$ cat config.mk
export PLATFORM = sky130hd
export DESIGN_NAME = cnt_ctrl
export DESIGN_NICKNAME = d
export VERILOG_FILES = /design/src/rtl/cnt_ctrl_pkg.sv /design/src/rtl/btn_cond.sv /design/src/rtl/cnt_ctrl.sv
export SDC_FILE = /design/constraint.sdc
export NUM_CORES = 1
export LEC_CHECK = 0
export ABC_AREA = 0
export ABC_CLOCK_PERIOD_IN_PS = 3200
export BUFFER_PORTS_ARGS = -buffer_cell sky130_fd_sc_hd__buf_2
export CORE_MARGIN = 2
export CORE_UTILIZATION = 30
export DETAILED_ROUTE_END_ITERATION = 16
export PLACE_DENSITY = 0.43
export SLEW_MARGIN = 15
export SYNTH_ARGS = -nofsm -noshare
export SYNTH_HDL_FRONTEND = slang
export SYNTH_SLANG_ARGS = --single-unit
$ cat constraint.sdc
create_clock -name clk -period 3.2 [get_ports clk]
set_input_delay 0.96 -clock clk [delete_from_list [all_inputs] [get_ports clk]]
set_output_delay 0.96 -clock clk [all_outputs]
set_load 0.01 [all_outputs]
$ cat src/rtl/cnt_ctrl_pkg.sv
// Shared state encoding and direction constants for the count controller.
package cnt_ctrl_pkg;

    typedef enum logic {
        PAUSE = 1'b0,
        RUN   = 1'b1
    } state_e;

    // Matches the downstream counter's U_D meaning.
    localparam logic DIR_UP   = 1'b0;
    localparam logic DIR_DOWN = 1'b1;

endpackage

$ cat src/rtl/btn_cond.sv
// Push-button conditioner: 2-FF synchronizer, counting debouncer and rising-edge one-pulse.
module btn_cond #(
    parameter int unsigned DEB_CYC = 1_000_000
) (
    input  logic clk,
    input  logic sys_rst,
    input  logic btn_raw,
    output logic pulse
);

    localparam int unsigned CW = $clog2(DEB_CYC);
    localparam logic [CW-1:0] CNT_LAST = CW'(DEB_CYC - 1);

    logic          sync1_q, sync2_q;
    logic          deb_q, deb_d;
    logic [CW-1:0] cnt_q, cnt_d;
    logic          dly1_q, dly2_q;
    logic          pulse_q;

    // Count disagreeing cycles; the level flips on the edge the count would reach DEB_CYC.
    always_comb begin
        cnt_d = '0;
        deb_d = deb_q;
        if (sync2_q != deb_q) begin
            if (cnt_q == CNT_LAST) begin
                deb_d = sync2_q;
            end else begin
                cnt_d = cnt_q + CW'(1);
            end
        end
    end

    always_ff @(posedge clk or posedge sys_rst) begin
        if (sys_rst) begin
            sync1_q <= 1'b0;
            sync2_q <= 1'b0;
            deb_q   <= 1'b0;
            cnt_q   <= '0;
            dly1_q  <= 1'b0;
            dly2_q  <= 1'b0;
            pulse_q <= 1'b0;
        end else begin
            sync1_q <= btn_raw;
            sync2_q <= sync1_q;
            deb_q   <= deb_d;
            cnt_q   <= cnt_d;
            dly1_q  <= deb_q;
            dly2_q  <= dly1_q;
            pulse_q <= dly1_q & ~dly2_q;
        end
    end

    assign pulse = pulse_q;

endmodule

$ cat src/rtl/cnt_ctrl.sv
// Run/pause and direction controller producing count ticks and U_D for an up/down counter.
module cnt_ctrl
    import cnt_ctrl_pkg::*;
#(
    parameter int unsigned DEB_CYC  = 1_000_000,
    parameter int unsigned TICK_DIV = 100_000_000
) (
    input  logic clk,
    input  logic sys_rst,
    input  logic btn_dir,
    input  logic btn_run,
    output logic enable,
    output logic U_D,
    output logic running
);

    localparam int unsigned TW = $clog2(TICK_DIV);
    localparam logic [TW-1:0] TERM = TW'(TICK_DIV - 1);

    logic          run_pulse, dir_pulse;
    state_e        state_q, state_d;
    logic [TW-1:0] tick_q, tick_d;
    logic          en_q, en_d;
    logic          ud_q, ud_d;

    btn_cond #(.DEB_CYC(DEB_CYC)) u_btn_run (
        .clk     (clk),
        .sys_rst (sys_rst),
        .btn_raw (btn_run),
        .pulse   (run_pulse)
    );

    btn_cond #(.DEB_CYC(DEB_CYC)) u_btn_dir (
        .clk     (clk),
        .sys_rst (sys_rst),
        .btn_raw (btn_dir),
        .pulse   (dir_pulse)
    );

    // A run pulse at terminal count wins: pause, no tick, divider cleared.
    always_comb begin
        state_d = state_q;
        tick_d  = '0;
        en_d    = 1'b0;
        ud_d    = ud_q;
        if (dir_pulse) begin
            ud_d = (ud_q == DIR_UP) ? DIR_DOWN : DIR_UP;
        end
        unique case (state_q)
            PAUSE: begin
                if (run_pulse) state_d = RUN;
            end
            RUN: begin
                if (run_pulse) begin
                    state_d = PAUSE;
                end else begin
                    en_d   = (tick_q == TERM);
                    tick_d = (tick_q == TERM) ? '0 : tick_q + TW'(1);
                end
            end
        endcase
    end

    always_ff @(posedge clk or posedge sys_rst) begin
        if (sys_rst) begin
            state_q <= PAUSE;
            tick_q  <= '0;
            en_q    <= 1'b0;
            ud_q    <= DIR_UP;
        end else begin
            state_q <= state_d;
            tick_q  <= tick_d;
            en_q    <= en_d;
            ud_q    <= ud_d;
        end
    end

    assign enable  = en_q;
    assign U_D     = ud_q;
    assign running = (state_q == RUN);

endmodule

==> impl_metrics.env, run 1 <==
export IMPL_hold_viol=0
export IMPL_worstPathCellList="or4_1, nor4_1, nand3_1, o21ai_0, a41oi_1"
export IMPL_fmax_ghz=0.4722
export IMPL_skew_ns=0.007707
export IMPL_synthesis_area_um2=3876
export IMPL_drt_met1_wl_um=3640
export IMPL_p_int_mw=1.600
export IMPL_clock_path_buffers=2
export IMPL_clkTransAtPathRegs_ns=0.06
export IMPL_start_util_pct=30.72
export IMPL_io_pins=7
export IMPL_cap_violations=0
export IMPL_mostFrequentLayoutCell="dfrtp_1"
export IMPL_top_register="tick_q"
export IMPL_num_antenna_cells=0
export IMPL_vias_per_cell=4.803
export IMPL_cts_resized=0
export IMPL_holdPathEnd="u_btn_dir.sync2_q"
export IMPL_slew_headroom_pct=48.06
export IMPL_p_clk_share_pct=46.4
export IMPL_rsz0062_at_grt="false"
export IMPL_vdd_ir_drop_worst_uv=263.2
export IMPL_wire_per_inst_um=13.27
export IMPL_power_frac_seq_pct=51.3
export IMPL_clock_sinks=82
export IMPL_drive_gt1_share_pct=9.227
export IMPL_dieWidth_um=117.7
export IMPL_syn_num_nets=396
export IMPL_place_congestion=0.7861
export IMPL_ys_ff_latch=82
export IMPL_grt_pass1_vias=2716
export IMPL_maxSlewViolCount=0
export IMPL_syn_to_final_growth_pct=12.49
export IMPL_p_comb_share_pct=2.3
export IMPL_synth_cell_type_count=39
export IMPL_final_cell_mix="dfrtp_1, nor2_1, xor2_1, nand3_1, nand2_1"
export IMPL_grt_usage_pct=11.94
export IMPL_routed_wl_um=7603
export IMPL_power_switching_mw=0.4537
export IMPL_power_density_nw_per_um2=471.0
export IMPL_final_min_clock_period_ns=2.118
export IMPL_hold_path_class="flop to flop"
export IMPL_dr_pass1_iters=5
export IMPL_start_kind="flop"
export IMPL_grt_remaining_overflow=0
export IMPL_drcViolationCount=0
export IMPL_finalSetupTns_ns=0
export IMPL_dieArea_um2=13850
export IMPL_leakage_nw=1.815
export IMPL_cpPeakStageDelay_ns=0.54
export IMPL_synth_cells=389
export IMPL_r2r_end="tick_q[24]"
export IMPL_dpl_hpwl_um=4914
export IMPL_critical_path_class="flop to flop"
export IMPL_insertion_delay_ns=0.34
export IMPL_r2r_slack_ns=1.08
export IMPL_ant_nets=0
export IMPL_crit_buf_inv=0
export IMPL_swShare_pct=22.09
export IMPL_antenna_found_initial=0
export IMPL_cp_arrival_ns=2.30
export IMPL_grt_start_max_net_pins=37
export IMPL_top_regs="tick_q x27, u_btn_dir.cnt_q x20, u_btn_run.cnt_q x20"
export IMPL_status="finished, final reports clean"
export IMPL_setup_viol=0
export IMPL_wl_met3_um=297
export IMPL_finalCritPeriodShare_pct=66.18
export IMPL_cts_made_buffers=9
export IMPL_highest_layer="met4"
export IMPL_reg2reg_depth=5
export IMPL_drt_iter0_markers=203
export IMPL_whs_ns=0.3475
export IMPL_final_nets=403
export IMPL_holdCritStartpoint="u_btn_dir.sync1_q"
export IMPL_critPathRequiredTime_ns=3.39
export IMPL_cts_setup_buffers=0
export IMPL_die_height_um=117.7
export IMPL_cts_tree="yes"
export IMPL_wl_met2_um=3529
export IMPL_rr_startpoint="tick_q[17]"
export IMPL_hold_buffers=0
export IMPL_cp_slowest_cell="or4_1"
export IMPL_grt_pass1_wl_um=13430
export IMPL_crit_family="simple AND/OR/NAND/NOR gates"
export IMPL_holdPathStages=0
export IMPL_tightest_slew_ns=0.7790
export IMPL_synth_seq_area_share_pct=52.94
export IMPL_yosysWarnings=0
export IMPL_largest_reg_flops=27
export IMPL_rows=41
export IMPL_endpoint_kind="flop"
export IMPL_vias=2752
export IMPL_h_tree_depth=3
export IMPL_syn_area_per_cell_um2=9.965
export IMPL_io_buffers=6
export IMPL_cp_max_fo=7
export IMPL_coreArea_um2=12620
export IMPL_cts_root_buf="clkbuf_16"
==> final cells by class <==
class,instances,area (um2)
flip-flops and latches,82,2052
repair buffers,9,65.06
well taps,172,215.2
clock inverters,5,30.03
clock buffers,11,242.7
inverters,9,35.03
fillers,1298,8259
multi-input cells,285,1720
==> routing by layer <==
metal | global-route usage (%) | vias to the layer above
met2 | 18.28 | 46
met3 | 3.779 | 13
li1 | - | 1364
met5 | 0 | -
met4 | 4.895 | 0
met1 | 15.64 | 1329
==> synth_stat cells, drive strengths merged <==
master | n | area share [%]
dfrtp | 82 | 53
inv | 9 | 0.87
nor4 | 11 | 1.8
or3 | 1 | 0.16
o2111ai | 1 | 0.23
or2 | 6 | 0.97
nor2b | 3 | 0.48
nand4 | 20 | 3.4
o31ai | 1 | 0.19
nand2b | 3 | 0.48
nand3 | 37 | 4.8
nor3 | 12 | 1.8
xor2 | 37 | 8.4
and3 | 9 | 1.5
or4b | 1 | 0.26
clkbuf | 6 | 0.58
nor4b | 2 | 0.45
ha | 3 | 0.97
a41oi | 3 | 0.68
o22ai | 1 | 0.16
and4 | 7 | 1.6
mux2 | 2 | 0.58
o21ai | 4 | 0.61
buf | 7 | 1.2
a311oi | 1 | 0.23
xnor2 | 17 | 3.8
a21oi | 2 | 0.26
nand4b | 2 | 0.45
or4 | 3 | 0.58
a31oi | 3 | 0.48
and2 | 2 | 0.32
nand2 | 26 | 2.5
nor2 | 65 | 6.3
==> power by group through the flow <==
stage	logic [mW]	registers (mW)	clock network [mW]
after detailed placement	0.0511	1.07	0
final	0.0477	1.05	0.953
after floorplan	0.0346	1.07	0
after CTS	0.0512	1.05	0.994
after global routing	0.0567	1.05	1.04
after global placement	0.0515	1.07	0
==> worst max-delay path by stage <==
stage	startpoint	end	depth (start not counted)
after detailed placement	tick_q[0]	tick_q[9]	5
after global placement	tick_q[0]	tick_q[9]	5
after global routing	tick_q[17]	tick_q[24]	5
after CTS	tick_q[0]	tick_q[13]	5
final	tick_q[17]	tick_q[24]	5
after floorplan	sys_rst	U_D	1
==> kinds of logic (layout without fill, tap and decap cells) <==
family,Yosys count,count (layout),synth area share (%)
AND/OR/NAND/NOR,210,210,27.79
adder cells (fa/ha/maj),3,3,0.9685
XOR/XNOR,54,54,12.20
flip-flops,82,82,52.94
AO/OA/AOI/OAI,16,16,2.841
multiplexers,2,2,0.5810
buffers and inverters,22,34,2.679
==> through the flow <==
stage / utilization, % / instances / power, mW / cell area [um2] / worst slack, ns
6_report: 34.55 / 573 / 2.054 / 4360 / 1.082
5_1_grt: 34.55 / 573 / 2.155 / 4360 / 0.8389
4_1_cts: 34.55 / 573 / 2.098 / 4360 / 1.053
3_5_place_dp: 32.39 / 557 / 1.124 / 4088 / 1.069
3_3_place_gp: 32.39 / 557 / 1.124 / 4088 / 1.048
2_1_floorplan: - / 389 / 1.106 / 3876 / 0.1316
==> worst reg2reg max path, delay by kind of cell (launching register included) <==
family	cells	cell delay [ns]
DFF	1	0.46
AOI/OAI and AO/OA	2	0.45
and+or+nand+nor	3	1.05
Note: power is estimated with default switching activity, not from simulation.
==> inputs of run 2 (changes only) <==
ABC_CLOCK_PERIOD_IN_PS = 1700   (was 3200)
clock period = 1.7 ns   (was 3.2 ns; I/O delays follow)
==> impl_metrics.env, run 2 (synthesis gave the netlist of run 1 again) <==
export IMPL_final_cell_mix="dfrtp_1, buf_4, nor2_1, xor2_1, nand3_1"
export IMPL_final_min_clock_period_ns=1.802
export IMPL_grt_pass1_wl_um=14680
export IMPL_top_register="tick_q"
export IMPL_hold_viol=0
export IMPL_rsz0062_at_grt="true"
export IMPL_p_int_mw=3.010
export IMPL_cp_arrival_ns=2.02
export IMPL_top_regs="tick_q x27, u_btn_dir.cnt_q x20, u_btn_run.cnt_q x20"
export IMPL_power_mw=3.923
export IMPL_antenna_found_initial=0
export IMPL_endpoint_kind="flop"
export IMPL_syn_to_final_growth_pct=29.34
export IMPL_drcViolationCount=0
export IMPL_routed_wl_um=8502
export IMPL_final_nets=470
export IMPL_dr_pass1_iters=4
export IMPL_clock_path_buffers=2
export IMPL_io_buffers=6
export IMPL_clkTransAtPathRegs_ns=0.06
export IMPL_grt_remaining_overflow=0
export IMPL_finalCritPeriodShare_pct=106.0
export IMPL_r2r_end="tick_q[16]"
export IMPL_skew_ns=0.008995
export IMPL_fmax_ghz=0.5550
export IMPL_dpl_hpwl_um=5728
export IMPL_drt_iter0_markers=122
export IMPL_stdcell_area_um2=5014
export IMPL_p_clk_share_pct=46.5
export IMPL_grt_pass1_vias=3035
export IMPL_rr_startpoint="tick_q[12]"
export IMPL_power_frac_seq_pct=50.4
export IMPL_clock_sinks=82
export IMPL_status="finished with violations"
export IMPL_timing_final_ws_setup_ns=-0.1019
export IMPL_largest_reg_flops=27
export IMPL_maxSlewViolCount=0
export IMPL_start_util_pct=30.72
export IMPL_grt_usage_pct=13.10
export IMPL_coreArea_um2=12620
export IMPL_violations="negative setup slack"
export IMPL_rows=41
export IMPL_cts_made_buffers=9
export IMPL_r2r_slack_ns=-0.10
export IMPL_cp_max_fo=5
export IMPL_dpl_cell_area_um2=4608
export IMPL_grt_start_max_net_pins=59
export IMPL_swShare_pct=23.27
export IMPL_reg2reg_depth=6
export IMPL_leakage_nw=2.185
export IMPL_vias_per_cell=4.695
export IMPL_power_switching_mw=0.9131
export IMPL_start_kind="flop"
export IMPL_wire_per_inst_um=13.28
export IMPL_cts_root_buf="clkbuf_16"
export IMPL_h_tree_depth=3
export IMPL_insertion_delay_ns=0.34
export IMPL_drive_gt1_share_pct=26.07
export IMPL_setup_viol=21
export IMPL_tightest_slew_ns=0.3951
export IMPL_vias=3005
export IMPL_vdd_ir_drop_worst_uv=343.4
export IMPL_slew_headroom_pct=73.45
export IMPL_power_density_nw_per_um2=782.5
export IMPL_cts_tree="yes"
export IMPL_mostFrequentLayoutCell="dfrtp_1"
export IMPL_dieArea_um2=13850
export IMPL_place_congestion=0.7925
export IMPL_critPathRequiredTime_ns=1.91
export IMPL_hold_path_class="input pin to asynchronous set/reset pin"
export IMPL_ant_nets=0
export IMPL_dieWidth_um=117.7
export IMPL_num_antenna_cells=0
export IMPL_fill_cells=1277
export IMPL_cap_violations=0
export IMPL_die_height_um=117.7
export IMPL_critical_path_class="flop to flop"
export IMPL_io_pins=7
export IMPL_p_comb_share_pct=3.1
## run 2: changes by cell type in the layout (fill, tap and decap cells not counted), moves of 3 or more
cell	previous run	this run
buf_4	2	65
buf_12	1	4
inv_6	0	3
a41oi_1	3	0
a41oi_2	0	3
nor4_2	0	3
nor4_1	11	8
## run 2: area by class of cell
cell class	instances	area, um2	share of cell area [%]
flip-flops and latches	82	2052	40.93
multi-input cells	285	1823	36.36
repair buffers	76	609.3	12.15
clock buffers	9	225.2	4.492
well taps	172	215.2	4.292
clock inverters	7	51.30	1.023
inverters	9	37.54	0.7487
## run 2: timing repair
item	in CTS	in global routing
pin swaps	4	6
gates resized for setup	8	11
endpoints found under the setup margin	22	64
hold buffers	0	0
setup buffers	1	2
## run 2: worst max-delay path, stage by stage (launching register included)
cell	delay [ns]
dfrtp_1	0.41
or4_1	0.52
nor4_1	0.17
nand3_1	0.16
buf_6	0.17
a41oi_2	0.18
nand2_1	0.07
## run 2: worst max path at each step
stage          startpoint         end  slack (ns)  depth (start not counted)
2_1_floorplan   tick_q[9]  tick_q[15]       -0.03                          7
3_3_place_gp   tick_q[12]  tick_q[16]       -0.11                          6
3_5_place_dp   tick_q[12]  tick_q[24]       -0.13                          6
4_1_cts        tick_q[12]  tick_q[20]       -0.07                          6
5_1_grt        tick_q[12]  tick_q[16]       -0.16                          6
6_report       tick_q[12]  tick_q[16]       -0.10                          6
## run 2: layer usage
layer  vias to the layer above  global-route usage [%]  share of wire (%)
li1                       1505                       -                  -
met1                      1470                   17.35                 49
met2                        21                   20.82                 47
met3                         9                   2.762                2.2
met4                         0                   5.422                1.5
met5                         -                       0                  0
## run 2: power groups by stage
| stage | clock network, mW | logic, mW | registers, mW |
|---|---|---|---|
| global placement | 0 | 0.126 | 2.01 |
| global route | 2.00 | 0.140 | 1.98 |
| finish | 1.82 | 0.121 | 1.98 |
| CTS | 1.90 | 0.128 | 1.98 |
| detailed placement | 0 | 0.127 | 2.01 |
| floorplan | 0 | 0.0657 | 2.02 |
## run 2: stage by stage
step	setup TNS, ns	instances	worst slack (ns)	util, %	hold slack [ns]
floorplan	-0.3372	389	-0.03428	-	0.3312
global placement	-0.8093	621	-0.1071	36.52	0.3333
detailed placement	-1.340	621	-0.1308	36.52	0.3379
CTS	-0.3122	638	-0.06994	39.03	0.2551
global route	-3.076	640	-0.1615	39.73	0.2504
finish	-0.8327	640	-0.1019	39.73	0.2355
==> inputs of run 3 (changes only) <==
CORE_MARGIN = not set   (was 2)
REMOVE_ABC_BUFFERS = 1   (was not set)
SKIP_LAST_GASP = 1   (was not set)
==> impl_metrics.env, run 3 (synthesis gave the netlist of run 1 again) <==
export IMPL_dr_pass1_iters=4
export IMPL_cts_made_buffers=9
export IMPL_h_tree_depth=3
export IMPL_drt_iter0_markers=101
export IMPL_startpoint="tick_q[11]"
export IMPL_drive_gt1_share_pct=26.54
export IMPL_syn_to_final_growth_pct=32.31
export IMPL_r2r_end="tick_q[23]"
export IMPL_insertion_delay_ns=0.35
export IMPL_cp_max_fo=13
export IMPL_leakage_nw=2.242
export IMPL_violations="negative setup slack"
export IMPL_io_buffers=6
export IMPL_top_regs="tick_q x27, u_btn_dir.cnt_q x20, u_btn_run.cnt_q x20"
export IMPL_critical_path_class="flop to flop"
export IMPL_dieArea_um2=13380
export IMPL_finalSetupTns_ns=-0.1115
export IMPL_cap_violations=0
export IMPL_cts_root_buf="clkbuf_16"
export IMPL_final_cell_mix="dfrtp_1, buf_4, nor2_1, xor2_1, nand3_1"
export IMPL_finalCritPeriodShare_pct=101.0
export IMPL_critPathRequiredTime_ns=1.93
export IMPL_largest_reg_flops=27
export IMPL_io_pins=7
export IMPL_mostFrequentLayoutCell="dfrtp_1"
export IMPL_rows=41
export IMPL_rr_startpoint="tick_q[11]"
export IMPL_hold_buffers=0
export IMPL_hold_path_class="input pin to asynchronous set/reset pin"
export IMPL_start_kind="flop"
export IMPL_fmax_ghz=0.5826
export IMPL_grt_usage_pct=14.21
export IMPL_antenna_found_initial=0
export IMPL_vias_per_cell=4.728
export IMPL_maxSlewViolCount=0
export IMPL_ant_nets=0
export IMPL_clkTransAtPathRegs_ns=0.06
export IMPL_layoutNonFillerInstCount=643
export IMPL_whs_ns=0.1506
export IMPL_dieWidth_um=115.7
export IMPL_clock_path_buffers=2
export IMPL_top_register="tick_q"
export IMPL_setup_viol=12
export IMPL_coreArea_um2=12620
export IMPL_dp_cells=623
export IMPL_power_density_nw_per_um2=836.4
export IMPL_vdd_ir_drop_worst_uv=494.8
export IMPL_status="finished with violations"
export IMPL_r2r_slack_ns=-0.02
export IMPL_die_height_um=115.7
export IMPL_place_congestion=0.7910
export IMPL_pre_cts_ws_ns=-0.07513
export IMPL_grt_pass1_wl_um=14520
export IMPL_reg2reg_depth=6
export IMPL_timing_final_ws_setup_ns=-0.01637
export IMPL_skew_ns=0.01358
export IMPL_final_nets=473
export IMPL_final_min_clock_period_ns=1.716
export IMPL_start_util_pct=30.72
export IMPL_routed_wl_um=8665
export IMPL_vias=3040
export IMPL_hold_viol=0
export IMPL_cp_arrival_ns=1.95
export IMPL_cts_tree="yes"
export IMPL_dpl_hpwl_um=5751
export IMPL_tightest_slew_ns=0.4339
export IMPL_grt_pass1_vias=3040
export IMPL_power_mw=4.289
export IMPL_rsz0062_at_grt="true"
export IMPL_grt_start_max_net_pins=35
export IMPL_grt_remaining_overflow=0
export IMPL_clock_sinks=82
export IMPL_slew_headroom_pct=71.04
export IMPL_endpoint="tick_q[23]"
export IMPL_drcViolationCount=0
export IMPL_wire_per_inst_um=13.48
export IMPL_num_antenna_cells=0
export IMPL_endpoint_kind="flop"
[run 3: cell types whose count changed in the layout (fill, tap and decap cells not counted), sizes merged]
cell	change
clkbuf	+4
clkinvlp	-3
inv	-3
bufinv	+2
buf	+1
clkinv	+1
or2	+1
[run 3: critical path, stage by stage, from the launching register on]
cell,delay (ns)
dfrtp_1,0.42
or4b_4,0.52
nor3_2,0.13
nand4_2,0.14
o21ai_2,0.18
buf_12,0.16
nor2_1,0.05
[run 3: power breakdown]
group	leakage, nW	total, mW	switching, mW	internal (mW)
combinational	0.948	0.141	0.0864	0.0543
sequential	1.13	1.98	0.0112	1.97
clock	0.163	2.17	0.802	1.37
total	2.24	4.29	0.900	3.39
[run 3: final cells by class]
class,instances,area [um2]
sequential,82,2052
inverter,9,35.03
multi-input combinational,286,1834
timing repair buffer,78,661.9
fill,1284,7491
clock inverter,4,73.82
clock buffer,12,256.5
tap,172,215.2
[run 3: layer usage]
layer	up-vias	wire length, um	GRT usage, %
met5	-	0	0
met4	0	153	6.154
met3	14	265	3.138
met2	37	3980	21.88
met1	1475	4266	19.28
li1	1514	-	-
[run 3: per-stage QoR]
step                instance area (um2)  utilization, %
global route                       5129           40.64
finish                             5129           40.64
global placement                   4633           36.71
detailed placement                 4633           36.71
CTS                                4977           39.44
floorplan                          3806               -
[run 3: how the worst min path moves through the flow]
stage / depth (start not counted) / to / slack, ns
floorplan: 0 / u_btn_dir.sync2_q / 0.33
detailed placement: 0 / u_btn_run.sync2_q / 0.34
global placement: 0 / u_btn_dir.sync2_q / 0.33
global route: 2 / u_btn_dir.cnt_q[4] / 0.18
finish: 2 / u_btn_dir.cnt_q[4] / 0.15
CTS: 2 / u_btn_dir.cnt_q[4] / 0.16
[run 3: repair_timing]
| action | 4_1_cts | 5_1_grt |
|---|---|---|
| gates resized for setup | 3 | 24 |
| hold endpoints to repair | 0 | 0 |
| endpoints found under the setup margin | 22 | 66 |
| buffers inserted | 1 | 0 |
| pin swaps | 0 | 10 |
| gates cloned | 0 | 3 |
